$ cat src/rtl/add_arbiter.sv
// add_arbiter: round-robin sharing of a single add10 adder between N
// position-update requesters. One grant per clock; the grant and the adder
// operands are combinational, and the adder result is registered one cycle
// later together with the owning requester index.
//
// Optional build macro ADD_SAT_EN: when defined, a carry-out saturates the
// registered sum to all ones (screen-edge clamp); rsp_carry still reports 1.
// When undefined, the sum wraps modulo 2^W.
module add_arbiter #(
  parameter int N = 4,
  parameter int W = 9
) (
  input  logic                 clk,
  input  logic                 reset,
  input  logic [N-1:0]         req,
  input  logic [N*W-1:0]       op_a,
  input  logic [N*W-1:0]       op_b,
  output logic [N-1:0]         gnt,
  output logic [W-1:0]         add_a,
  output logic [W-1:0]         add_b,
  input  logic [W-1:0]         add_s,
  input  logic                 add_c,
  output logic                 rsp_valid,
  output logic [$clog2(N)-1:0] rsp_id,
  output logic [W-1:0]         rsp_sum,
  output logic                 rsp_carry
);

  localparam int IW  = $clog2(N);
  localparam int IW1 = IW + 1;

  logic [IW-1:0] rr_ptr_q,    rr_ptr_d;
  logic          rsp_valid_q, rsp_valid_d;
  logic [IW-1:0] rsp_id_q,    rsp_id_d;
  logic [W-1:0]  rsp_sum_q,   rsp_sum_d;
  logic          rsp_carry_q, rsp_carry_d;

  logic          grant_any;
  logic [IW-1:0] grant_idx;
  logic [IW:0]   scan_ix;
  logic [W-1:0]  sum_sel;

  // Round-robin scan: first asserted req at or above rr_ptr, wrapping to 0.
  // The wrap is a conditional subtract so non-power-of-two N works as well.
  always_comb begin
    grant_any = 1'b0;
    grant_idx = '0;
    scan_ix   = '0;
    for (int unsigned k = 0; k < N; k++) begin
      scan_ix = {1'b0, rr_ptr_q} + IW1'(k);
      if (scan_ix >= IW1'(N)) begin
        scan_ix = scan_ix - IW1'(N);
      end
      if (!grant_any && req[scan_ix[IW-1:0]]) begin
        grant_any = 1'b1;
        grant_idx = scan_ix[IW-1:0];
      end
    end
    // No grant may be issued while reset is held.
    if (reset) begin
      grant_any = 1'b0;
    end
  end

  // One-hot grant and operand mux toward the shared adder; zero when idle.
  always_comb begin
    gnt   = '0;
    add_a = '0;
    add_b = '0;
    for (int unsigned i = 0; i < N; i++) begin
      if (grant_any && (grant_idx == IW'(i))) begin
        gnt[i] = 1'b1;
        add_a  = op_a[i*W +: W];
        add_b  = op_b[i*W +: W];
      end
    end
  end

  // Sum as captured on a grant edge: optionally clamped on carry-out.
  always_comb begin
`ifdef ADD_SAT_EN
    sum_sel = add_c ? '1 : add_s;
`else
    sum_sel = add_s;
`endif
  end

  // Next state: advance pointer past the winner and capture the response;
  // idle cycles only clear rsp_valid and keep everything else.
  always_comb begin
    rr_ptr_d    = rr_ptr_q;
    rsp_valid_d = 1'b0;
    rsp_id_d    = rsp_id_q;
    rsp_sum_d   = rsp_sum_q;
    rsp_carry_d = rsp_carry_q;
    if (grant_any) begin
      rr_ptr_d    = (grant_idx == IW'(N - 1)) ? '0 : grant_idx + 1'b1;
      rsp_valid_d = 1'b1;
      rsp_id_d    = grant_idx;
      rsp_sum_d   = sum_sel;
      rsp_carry_d = add_c;
    end
  end

  // State and response registers, cleared asynchronously.
  always_ff @(posedge clk or posedge reset) begin
    if (reset) begin
      rr_ptr_q    <= '0;
      rsp_valid_q <= 1'b0;
      rsp_id_q    <= '0;
      rsp_sum_q   <= '0;
      rsp_carry_q <= 1'b0;
    end else begin
      rr_ptr_q    <= rr_ptr_d;
      rsp_valid_q <= rsp_valid_d;
      rsp_id_q    <= rsp_id_d;
      rsp_sum_q   <= rsp_sum_d;
      rsp_carry_q <= rsp_carry_d;
    end
  end

  assign rsp_valid = rsp_valid_q;
  assign rsp_id    = rsp_id_q;
  assign rsp_sum   = rsp_sum_q;
  assign rsp_carry = rsp_carry_q;

endmodule
$ cat config.mk
export PLATFORM = sky130hd
export DESIGN_NAME = add_arbiter
export DESIGN_NICKNAME = d
export VERILOG_FILES = /design/src/rtl/add_arbiter.sv
export SDC_FILE = /design/constraint.sdc
export NUM_CORES = 1
export LEC_CHECK = 0
export ABC_AREA = 1
export BUFFER_PORTS_ARGS = -buffer_cell sky130_fd_sc_hd__clkbuf_2
export CORE_AREA = 2 2 71 73
export CTS_CLUSTER_DIAMETER = 60
export DETAILED_ROUTE_END_ITERATION = 16
export DIE_AREA = 0 0 73 75
export PLACE_DENSITY = 0.8
export SETUP_SLACK_MARGIN = 0.5
export SYNTH_ARGS = -nofsm -noshare
export SYNTH_HDL_FRONTEND = slang
export SYNTH_SLANG_ARGS = --single-unit
$ cat constraint.sdc
create_clock -name clk -period 4 [get_ports clk]
set_clock_uncertainty 0.05 [all_clocks]
set_input_delay 0.6 -clock clk [delete_from_list [all_inputs] [get_ports clk]]
set_output_delay 0.6 -clock clk [all_outputs]
set_load 0.02 [all_outputs]
==> metrics.md <==
| Metric | Value |
|---|---|
| Nets@finish | `582` |
| Netlist cell types | `25` |
| Final hold violation count | `0` |
| Die span in y | `75 microns` |
| Share of cells above drive strength 1 | `41.31%` |
| DP HPWL | `4651 microns` |
| Core box area | `4661 sq um` |
| DRC Markers | `0` |
| Detailed Route Iter0 Violations | `173` |
| Crit. End Element | `output pin` |
| Worst path slowest cell | `dfrtp_2` |
| Grt total ovfl | `0` |
| RSZ-0062 raised after global routing | `true` |
| Chip width | `73 microns` |
| Crit Path Max Fanout | `19` |
| First drt pass iteration count | `4` |
| Min Tclk post-route | `3.462 ns` |
| # diodes | `0` |
| Max clock buf depth | `2` |
| Initial antenna violation count | `0` |
| Mapped Cells | `363` |
| Multi-input gate area | `1439 sq um` |
| Final-layout fill cell count | `416` |
| Pins Over Slew Limit | `0` |
| Seq/Total Area, Yosys | `18.50%` |
| Seq cells post-synth | `15` |
| # IOs | `123` |
| Post-Syn Area | `2029 sq um` |
| Synth Net Count | `455` |
| Period utilization | `86.55%` |
| RePlAce Congestion | `0.8291` |
| Clk sinks | `15` |
| Slowest Stage Delay on Critical Path | `0.45 ns` |
| Area Growth Syn to Fin | `53.02%` |
| Least-Margin Pin Slew | `0.3917 ns` |
| Crit path required time | `3.35 ns` |
| Pre-CTS WS | `0.3391 ns` |
| WL final | `7337 microns` |
| Largest net degree at the start of global routing | `38` |
| Setup_tns | `0 ns` |
| Hold slack final | `0.2465 ns` |
| CTS buffer count | `3` |
| Root buffer cell | `clkbuf_8` |
| CTS tree | `built` |
| FF/Latch Area | `376.6 sq um` |
| GRT Overall Usage | `24.24%` |
| Most frequent cells in the layout | `nand2_1 (118), clkbuf_2 (106), nand4_1 (56)` |
| Worst min path class | `input pin to async pin` |
| H-tree levels | `1` |
| Status | `completed` |
| Die Area | `5475 sq um` |
| Clk slew on worst S/H paths | `0.06 ns` |
| Clk Latency, worst-skew pair | `0.24 ns` |
| Crit path DAT | `2.81 ns` |
| Most common library cell in the layout ignoring fill and taps | `nand2_1` |
| Vias per inst | `5.169` |
| Max Fclk | `288.8 MHz` |
| Setup CP Type | `flip-flop to output pin` |
| Crit path cell chain | `buf_6 -> nand2_2 -> nand2_1 -> nand2_1 -> o21ai_2 -> nor2_1 -> nor2_1 -> xor2_1 -> inv_1 -> nand2_2 -> inv_2 -> ha_4 -> buf_12 -> nor2_1 -> nand4_1 -> nand3_1 -> nand2_1 -> nand2_1 -> clkbuf_2` |
| CP Launch Type | `flip-flop` |
| Setup ws final | `0.5380 ns` |
| Yosys warnings | `0` |
| Initial Utilization | `43.54%` |
| Row cnt | `25` |
| Most common cell on crit path | `nand2_1` |
| Rel. slew slack | `73.89%` |
| # hold bufs at CTS | `0` |
| Routed vias | `2,807` |
| Number of antenna-violating nets in the routed design | `0` |
| Vias in the first global route | `2,437` |
| Syn_area_per_cell | `5.591 sq um` |
| Routed len/inst | `13.51 microns` |
| First-pass GRT wire length | `10,520 microns` |
| # port buffers | `122` |
| Count of final setup violators | `0` |
| Max_cap viols | `0` |
## final timing paths
check                                           to  slack (ns)  cells after the start                     from
setup / recovery                          add_b[8]        0.54                     19  rr_ptr_q[0]$_DFFE_PP0P_
hold / removal              rsp_sum[5]$_DFFE_PP0P_        0.25                      2                    reset
setup reg to reg           rr_ptr_q[0]$_DFFE_PP0P_        1.79                     12  rr_ptr_q[0]$_DFFE_PP0P_
hold reg to reg             rsp_sum[6]$_DFFE_PP0P_        0.43                      2   rsp_sum[6]$_DFFE_PP0P_
max in group asynchronous   rsp_sum[2]$_DFFE_PP0P_        2.99                      3                    reset
min in group clk            rsp_sum[6]$_DFFE_PP0P_        0.43                      2   rsp_sum[6]$_DFFE_PP0P_
## synth_stat cells
| library cell | instances | area (sq um) |
|---|---|---|
| o21ai_2 | 1 | 8.760 |
| buf_4 | 2 | 15.01 |
| buf_2 | 3 | 15.01 |
| nor2_4 | 1 | 11.26 |
| dfrtp_1 | 15 | 375.4 |
| nand3_4 | 2 | 35.03 |
| clkbuf_1 | 8 | 30.03 |
| and2_4 | 1 | 8.760 |
| inv_2 | 3 | 11.26 |
| a21oi_1 | 1 | 5.000 |
| nand2_1 | 131 | 491.7 |
| inv_4 | 1 | 6.260 |
| nand3_1 | 21 | 105.1 |
| ha_1 | 4 | 50.05 |
| buf_6 | 7 | 78.83 |
| o211ai_1 | 1 | 7.510 |
| nand2_2 | 6 | 37.54 |
| o21ai_0 | 3 | 15.01 |
| nand4_1 | 56 | 350.3 |
| inv_1 | 52 | 195.2 |
| xor2_1 | 1 | 8.760 |
| nor2_1 | 23 | 86.33 |
| clkinv_1 | 13 | 48.80 |
| nand3_2 | 1 | 10.01 |
| buf_1 | 6 | 22.52 |
## state kept, by name (all words and copies together), names as in the netlist
name	flops
rsp_carry	1
rsp_id	2
rsp_sum	9
rsp_valid	1
rr_ptr_q	2
## per-layer routing
layer	wire length (microns)	vias up	GRT usage, %
li1	-	1412	-
met1	2954	1250	28.44
met2	3671	131	44.74
met3	590	14	4.685
met4	121	0	6.996
met5	0	-	0
## layout make-up
| class | instances | area share [%] |
|---|---|---|
| Multi-Input combinational cell | 257 | 46.33 |
| Sequential cell | 15 | 12.13 |
| Timing Repair inverter | 1 | 0.2820 |
| Tap cell | 54 | 2.176 |
| Inverter | 69 | 8.743 |
| Timing Repair Buffer | 143 | 28.89 |
| Clock buffer | 4 | 1.450 |
## kinds of logic after synthesis
group | share of synthesized area, %
DFF | 18.50
AOI/OAI and AO/OA | 1.788
xor gates and xnor gates | 0.4316
adders and majority gates | 2.466
and+or+nand+nor | 55.98
buffers and inverters | 20.84
## stage by stage
stage               utilization (%)  area, sq um  instances
CTS                           58.52         2728        529
floorplan                         -         2029        363
finish                        66.63         3105        543
global placement              55.60         2591        519
detailed placement            55.60         2591        519
global route                  66.63         3105        543
## what timing repair did
item | 4_1_cts | 5_1_grt
setup buffers | 3 | 10
setup endpoints to repair | 20 | 20
endpoints found under the hold margin | 0 | 0
gates resized for setup | 12 | 91
pin swaps | 3 | 42
cloned | 3 | 4
## worst max-delay path: cells and delay by family (launching register included)
family                   cells  cell delay (ns)
XOR/XNOR                     1             0.21
buffers and inverters        5             0.64
adder cells (fa/ha/maj)      1             0.19
AND/OR/NAND/NOR             11             0.99
AO/OA/AOI/OAI                1             0.08
flip-flops                   1             0.45
Power is left out: the tool's default activity adds up to more than one toggle a clock period on the data nets, which glitch-free logic cannot reach.
